**src/rtl/video_pkg.sv**
```systemverilog
// Shared video constants: colour width, 640x480 visible area and colour-bar table.
package video_pkg;

  localparam int COLOR_W   = 12;
  localparam int H_VISIBLE = 640;
  localparam int V_VISIBLE = 480;
  localparam int BAR_W     = 80;
  localparam int NUM_BARS  = H_VISIBLE / BAR_W;

  // {r,g,b} full-intensity enables, index 0 = leftmost bar
  localparam logic [7:0][2:0] BAR_TABLE = {
    3'b111,  // white
    3'b110,  // yellow
    3'b101,  // magenta
    3'b100,  // red
    3'b011,  // cyan
    3'b010,  // green
    3'b001,  // blue
    3'b000   // black
  };

endpackage

```
**src/rtl/layer_mux.sv**
```systemverilog
// Combinational compositor: lowest-index visible layer wins, else background; blanked outside video.
// Colour bars replace the composite when VIDEO_OUT_TEST_PATTERN_EN is defined and test_mode_i=1.
module layer_mux #(
  parameter int                    NUM_LAYERS = 4,
  parameter int                    COLOR_W    = video_pkg::COLOR_W,
  parameter logic [NUM_LAYERS-1:0] BLINK_MASK = '0
) (
  input  logic [NUM_LAYERS*COLOR_W-1:0] layer_rgb_i,
  input  logic [NUM_LAYERS-1:0]         layer_valid_i,
  input  logic [COLOR_W-1:0]            bg_rgb_i,
  input  logic                          video_on_i,
  input  logic                          blink_phase_i,
  input  logic                          test_mode_i,
  input  logic [9:0]                    x_i,
  output logic [COLOR_W-1:0]            pix_o
);
  import video_pkg::*;

  logic [COLOR_W-1:0] comp;

  always_comb begin
    comp = bg_rgb_i;
    // walk high to low so the lowest qualifying index is the last assignment
    for (int i = NUM_LAYERS - 1; i >= 0; i--) begin
      if (layer_valid_i[i] && !(BLINK_MASK[i] && blink_phase_i))
        comp = layer_rgb_i[i*COLOR_W +: COLOR_W];
    end
  end

`ifdef VIDEO_OUT_TEST_PATTERN_EN
  localparam int CW = COLOR_W / 3;

  logic [2:0]         bar_sel;
  logic [2:0]         bar_en;
  logic [COLOR_W-1:0] bar_pix;

  always_comb begin
    bar_sel = (x_i >= 10'(H_VISIBLE)) ? 3'(NUM_BARS - 1) : 3'(x_i / 10'(BAR_W));
    bar_en  = BAR_TABLE[bar_sel];
    bar_pix = COLOR_W'({{CW{bar_en[2]}}, {CW{bar_en[1]}}, {CW{bar_en[0]}}});
  end

  always_comb begin
    pix_o = test_mode_i ? bar_pix : comp;
    if (!video_on_i) pix_o = '0;
  end
`else
  logic unused_tp;
  assign unused_tp = ^{test_mode_i, x_i};

  always_comb begin
    pix_o = comp;
    if (!video_on_i) pix_o = '0;
  end
`endif

endmodule

```
**src/rtl/video_out_stage.sv**
```systemverilog
// Video output stage: layer compositing, PIPE_DEPTH p_tick-gated pixel/sync pipeline, frame counter.
// Optional colour bars via macro VIDEO_OUT_TEST_PATTERN_EN (see layer_mux).
module video_out_stage #(
  parameter int                    NUM_LAYERS  = 4,
  parameter int                    COLOR_W     = video_pkg::COLOR_W,
  parameter int                    PIPE_DEPTH  = 2,
  parameter logic                  SYNC_IDLE   = 1'b0,
  parameter logic [NUM_LAYERS-1:0] BLINK_MASK  = '0,
  parameter int                    BLINK_SHIFT = 5
) (
  input  logic                          clk_100MHz,
  input  logic                          reset,
  input  logic                          p_tick,
  input  logic                          video_on,
  input  logic                          hsync_in,
  input  logic                          vsync_in,
  input  logic [9:0]                    x,
  input  logic [NUM_LAYERS*COLOR_W-1:0] layer_rgb,
  input  logic [NUM_LAYERS-1:0]         layer_valid,
  input  logic [COLOR_W-1:0]            bg_rgb,
  input  logic                          test_mode,
  output logic                          hsync,
  output logic                          vsync,
  output logic [COLOR_W-1:0]            rgb,
  output logic [7:0]                    frame_cnt
);

  logic [PIPE_DEPTH-1:0][COLOR_W-1:0] rgb_q;
  logic [PIPE_DEPTH-1:0]              hs_q;
  logic [PIPE_DEPTH-1:0]              vs_q;
  logic                               vs_prev_q;
  logic [7:0]                         frame_cnt_q;
  logic [7:0]                         frame_cnt_d;
  logic [COLOR_W-1:0]                 comp;

  layer_mux #(
    .NUM_LAYERS (NUM_LAYERS),
    .COLOR_W    (COLOR_W),
    .BLINK_MASK (BLINK_MASK)
  ) u_layer_mux (
    .layer_rgb_i   (layer_rgb),
    .layer_valid_i (layer_valid),
    .bg_rgb_i      (bg_rgb),
    .video_on_i    (video_on),
    .blink_phase_i (frame_cnt_q[BLINK_SHIFT]),
    .test_mode_i   (test_mode),
    .x_i           (x),
    .pix_o         (comp)
  );

  // count only rising edges of vsync as seen on pixel ticks
  always_comb begin
    frame_cnt_d = frame_cnt_q;
    if (vsync_in && !vs_prev_q) frame_cnt_d = frame_cnt_q + 8'd1;
  end

  always_ff @(posedge clk_100MHz) begin
    if (reset) begin
      rgb_q       <= '0;
      hs_q        <= {PIPE_DEPTH{SYNC_IDLE}};
      vs_q        <= {PIPE_DEPTH{SYNC_IDLE}};
      vs_prev_q   <= 1'b0;
      frame_cnt_q <= '0;
    end else if (p_tick) begin
      rgb_q[0] <= comp;
      hs_q[0]  <= hsync_in;
      vs_q[0]  <= vsync_in;
      for (int k = 1; k < PIPE_DEPTH; k++) begin
        rgb_q[k] <= rgb_q[k-1];
        hs_q[k]  <= hs_q[k-1];
        vs_q[k]  <= vs_q[k-1];
      end
      vs_prev_q   <= vsync_in;
      frame_cnt_q <= frame_cnt_d;
    end
  end

  assign rgb       = rgb_q[PIPE_DEPTH-1];
  assign hsync     = hs_q[PIPE_DEPTH-1];
  assign vsync     = vs_q[PIPE_DEPTH-1];
  assign frame_cnt = frame_cnt_q;

endmodule

```
**config.mk**
```make
export PLATFORM = sky130hd
export DESIGN_NAME = video_out_stage
export DESIGN_NICKNAME = d
export VERILOG_FILES = /design/src/rtl/video_pkg.sv /design/src/rtl/layer_mux.sv /design/src/rtl/video_out_stage.sv
export SDC_FILE = /design/constraint.sdc
export NUM_CORES = 1
export LEC_CHECK = 0
export BUFFER_PORTS_ARGS = -buffer_cell sky130_fd_sc_hd__buf_4
export CORE_MARGIN = 2
export CORE_UTILIZATION = 42
export DETAILED_ROUTE_END_ITERATION = 16
export PLACE_DENSITY = 0.78
export REMOVE_ABC_BUFFERS = 1
export SYNTH_ARGS = -nofsm -noshare
export SYNTH_HDL_FRONTEND = slang
export SYNTH_SLANG_ARGS = --single-unit
export TNS_END_PERCENT = 100
```
**constraint.sdc**
```tcl
create_clock -name clk_100MHz -period 1.9 [get_ports clk_100MHz]
set_input_delay 0.285 -clock clk_100MHz [delete_from_list [all_inputs] [get_ports clk_100MHz]]
set_output_delay 0.285 -clock clk_100MHz [all_outputs]
set_load 0.1 [all_outputs]
```
* Word level (Yosys, flattened, before mapping)
Cells that the tools add are included.
W data, S select, Z words.
** Storage, ports and cells
- Output and inout bits :: 22
- RAM bits :: 0
- Memories :: 0
- Latch bits :: 0
- Bits in read-only memories :: 0
- Bits of input ports :: 81
- Word-level logic and storage cells :: 15
- Flip-flop bits (word level) :: 37
** Cells by class
- Multiplexer cells :: 5
- Bitwise gates (word level) :: 0
- Equality and inequality tests :: 0
- Reduce and logical (&&, ||, !) cells :: 3
- Multipliers :: 0
- Order comparisons :: 0
- Div/mod/pow operators :: 0
- Shift operators :: 0
- Add/subtract/negate cells :: 1
** Operator list (number)
- $mux W12 :: 5
- $add A8 B1 Y8 const B :: 1
- $reduce_and A2 Y1 :: 1
- $logic_and A1 B1 Y1 :: 1
- $logic_not A1 Y1 :: 1

* Logic depth before layout (Yosys ltp)
- Depth in word-level cells :: 5
- Mapped depth :: 5
- Mapped depth without buffers :: 5

* Hierarchy
Synthesis repeated with hierarchy kept, for this count alone.
** Second synthesis, totals
- Cell total of the unflattened synthesis :: 223
- Area, all modules :: 2075.7 sq um
** Modules (own cells, without submodules)
- video_out_stage :: seq. area each 720.7 sq um, instances 1, cells each 140, area an instance 1425.1 sq um
- layer_mux :: seq. area each 0.0 sq um, instances 1, cells each 83, area an instance 650.6 sq um

* Least setup slack after synthesis
OpenSTA, ideal clock, no wires.
- Path type :: register to register
- Start point :: register frame_cnt_q[3], in the netlist frame_cnt[3]
- End point :: register frame_cnt_q[7], in the netlist frame_cnt[7]
- Library setup time :: 0.128 ns
- Arrival time :: 1.768 ns
- Setup slack :: 0.004 ns
- Path buffers :: 0
- Stages on the path, launching flop included :: 5
- Data required time :: 1.772 ns
- Period minus slack after synthesis :: 1.896 ns
- Cells stage by stage :: dfxtp_1 > nand3_1 > nor4_4 > xnor2_1 > nor2_1
** On the way
- Longest elaborated chain between the ends :: 1
** RTL lines
- start, declared :: line video_out_stage.sv:32 : logic [7:0] frame_cnt_q;
- start signal, assigned :: line video_out_stage.sv:74 : frame_cnt_q <= frame_cnt_d;
- $add A8 B1 Y8 :: line video_out_stage.sv:54 : if (vsync_in && !vs_prev_q) frame_cnt_d = frame_cnt_q + 8'd1;
No other way between the ends.
A chain may end at the register's enable or synchronous reset.

* Final worst setup path
- Start point :: register frame_cnt_q[3], in the netlist frame_cnt[3]
- End point :: output port frame_cnt[3]
** RTL lines
- end, declared :: line video_out_stage.sv:25 : output logic [7:0] frame_cnt
No word-level cell between the ends.

==> flow_summary.yaml <==
global_route:
  grt_pass1_vias: 1830
  grt_max_degree: 37
  use_met2_pct: 34.2
  grt_pass1_wl_mm: 8.11
  busiest_layer: "met2"
  met3_usage_pct: 5.09
  antenna_found_initial: 0
  grt_util_all_layers_pct: 19.0
  met1_usage_pct: 21.4
  grt_overflow_total: 0
drt:
  routed-via-count: 1870
  routed_wl_mm: 5.00
  vias_per_cell: 4.82
  drt_iter0_markers: 52
  detail_route.wl_per_cell_um: 12.9
  final_antenna_net_count: 0
  drt_first_pass_iters: 4
  drcViolationCount: 0
worst_setup_path:
  critPathCaptureType: "primary output"
  cp.required_ps: 1620
  cp_slowest_cell: "dfxtp_1"
  slowest_delay_ps: 410
  r2r-end: "frame_cnt[3]"
  cp_max_fo: 6
  worstPathBufferInverterCount: 1
  path_cells: "buf_4"
  timing.rr.start: "frame_cnt[2]"
  r2r_slack_ps: 700
  cp.arrival_ps: 1030
  r2r_cells: 3
  start_kind: "register"
  critPathKind: "reg2out"
  crit_family: "flip-flops"
timing:
  final.setup.tns_ps: 0
  finalMaxSlewViolations: 0
  grt_setup_unrepaired: "no"
  period_needed_ps: 1310
  fin_crit_sh_pct: 69.0
  hold_viol: 0
  tightest_slew_ps: 382
  final-setup-viol-count: 0
  maxSlewHeadroom_pct: 74.5
  skew_ps: 5.24
  max_freq_mhz: 762
clocking:
  cts_max_path_buffers: 2
  cts_sinks: 36
  clk_pin_slew_ps: 70
  post_cts_buffers: 0
  cts_tree: "yes"
  holdBufCountCts: 0
  cts_resized: 0
  cts_root_buffer: "clkbuf_8"
  cts_made_buffers: 5
  clk_latency_ps: 290
  htree_levels: 2
power:
  p_leak_nw: 1.38
  cellPowerDensity_nw_per_um2: 665
  ir_drop_mv: 0.515
  p_clk_share_pct: 35.3
  p_switching_mw: 0.499
  seq_power_share_pct: 43.0
  comb_power_share_pct: 21.7
  p_int_mw: 1.36
  sw_frac_of_total_pct: 26.8
synthesis:
  synth.distinct_cells: 30
  yosysMostFrequentCell: "a21oi_1"
  synth_fa_ha_area_share_pct: 0.593
  synth_enable_flop_cells: 0
  synth_compound_area_share_pct: 20.8
  synth_common_cells: "49 x a21oi_1, 36 x dfxtp_1, 25 x inv_1, 22 x nor2_1, 16 x mux2i_1"
  synthXorXnorAreaFrac_pct: 2.49
  ys_top_cells_by_area: "dfxtp_1 34%, a21oi_1 12%, mux2i_1 7.6%"
  async_flop_share_pct: 0
  synth_top_family_by_area: "compound AO/OA/AOI/OAI gates"
  yosysWarnings: 0
  synth_top_area_share_pct: 34.2
  synthMuxAreaShare_pct: 14.0
  syn-cell-area_um2: 2110
  synth-simple-area-share_pct: 13.7
  ys_ff_latch: 36
  yosys.area.top_type: "dfxtp_1"
  postSynthAreaPerCell_um2: 8.51
  synthCells: 248
  synth_seq_area_share_pct: 34.2
  synth_ff_type: "dfxtp_1"
hold_path:
  hp-start: "hsync_in"
  hold_depth: 3
  hp-class: "in2reg"
  hold-path-endpoint: "hs_q[0]"
placed_design:
  place_congestion: 0.725
  placed_cells: 380
  io_buffers: 91
  dp_hpwl_mm: 3.62
  placed_cell_area_um2: 2690
die:
  die_width_um: 74.9
  die-area_um2: 5610
  initial_core_util_pct: 44.1
  fp.coreArea_um2: 4790
  die_y_um: 74.9
  ios: 103
  rows: 25
layout:
  fin_nets: 402
  layout.cells.non_filler: 388
  syn_to_final_growth_pct: 32.4
  num_antenna_cells: 0
  fin_area_um2: 2790
  drive_above_1_share_pct: 39.3
  fillers: 454
outcome:
  outcome: "completed"
run:
  cap_viol_max_count: 0
## per-stage QoR
step	power (mW)	hold WS, ps	worst slack (ps)	utilization, %
5_1_grt	1.95	236	537	58.4
4_1_cts	1.88	232	583	58.4
6_report	1.86	235	588	58.4
3_3_place_gp	1.21	467	595	56.1
3_5_place_dp	1.22	476	584	56.1
2_1_floorplan	1.02	354	14.5	-
## worst register-to-register path: stages, from the launching register on
cell     delay [ps]
dfxtp_1         410
nand3_1         220
or3_1           360
a21oi_1         140
## state kept, by name, indices dropped and copies added, names as in the netlist
register   flops
rgb_q         12
hs_q           2
rgb           12
frame_cnt      8
vs_q           2
## cells in the final DEF, fill, tap and decap left out, drive strengths merged
cell / instances
a21o: 12
a21oi: 50
and2b: 9
and3b: 1
buf: 93
bufinv: 1
clkbuf: 6
clkinv: 1
dfxtp: 36
ha: 1
inv: 25
mux2: 12
mux2i: 16
nand2: 6
nand3: 2
nand3b: 1
nand4: 1
nor2: 22
nor2b: 3
nor3: 2
nor4: 1
o211ai: 12
o21ai: 1
or3: 1
xnor2: 4
xor2: 2
## per-layer routing
metal / vias up / wire length (um)
li1: 972 / -
met1: 835 / 2200
met2: 54 / 2390
met3: 9 / 347
met4: 0 / 73
met5: - / 0
## cells by family after synthesis
family,after synthesis
AOI/OAI and AO/OA,75
xor gates and xnor gates,6
adders and majority gates,1
buffers and inverters,53
DFF,36
muxes,28
and+or+nand+nor,49
## worst max path at each step
stage                             from      endpoint  cells after the start  slack (ps)
after global placement          p_tick      rgb_q[5]                      5         600
final                     frame_cnt[3]  frame_cnt[3]                      1         590
after global routing      frame_cnt[3]  frame_cnt[3]                      1         540
after detailed placement        p_tick      rgb_q[7]                      5         580
after floorplan           frame_cnt[3]  frame_cnt[7]                      4          10
after CTS                 frame_cnt[3]  frame_cnt[3]                      1         580
## power by group through the flow
| stage | registers (mW) | clock network [mW] | logic, mW |
|---|---|---|---|
| floorplan | 0.895 | 0 | 0.126 |
| CTS | 0.799 | 0.672 | 0.407 |
| finish | 0.799 | 0.655 | 0.404 |
| global route | 0.803 | 0.707 | 0.439 |
| global placement | 0.815 | 0 | 0.400 |
| detailed placement | 0.816 | 0 | 0.405 |
## area by class of cell
type                    instances  area, um^2  share of cell area (%)
multi-input cells             159        1090                    39.0
flip-flops and latches         36         721                    25.8
repair buffers                 93         698                    25.0
inverters                      25        93.8                    3.36
well taps                      67        83.8                    3.00
clock buffers                   6        72.6                    2.60
clock inverters                 2        35.0                    1.25
(Power assumes the default switching activity.)
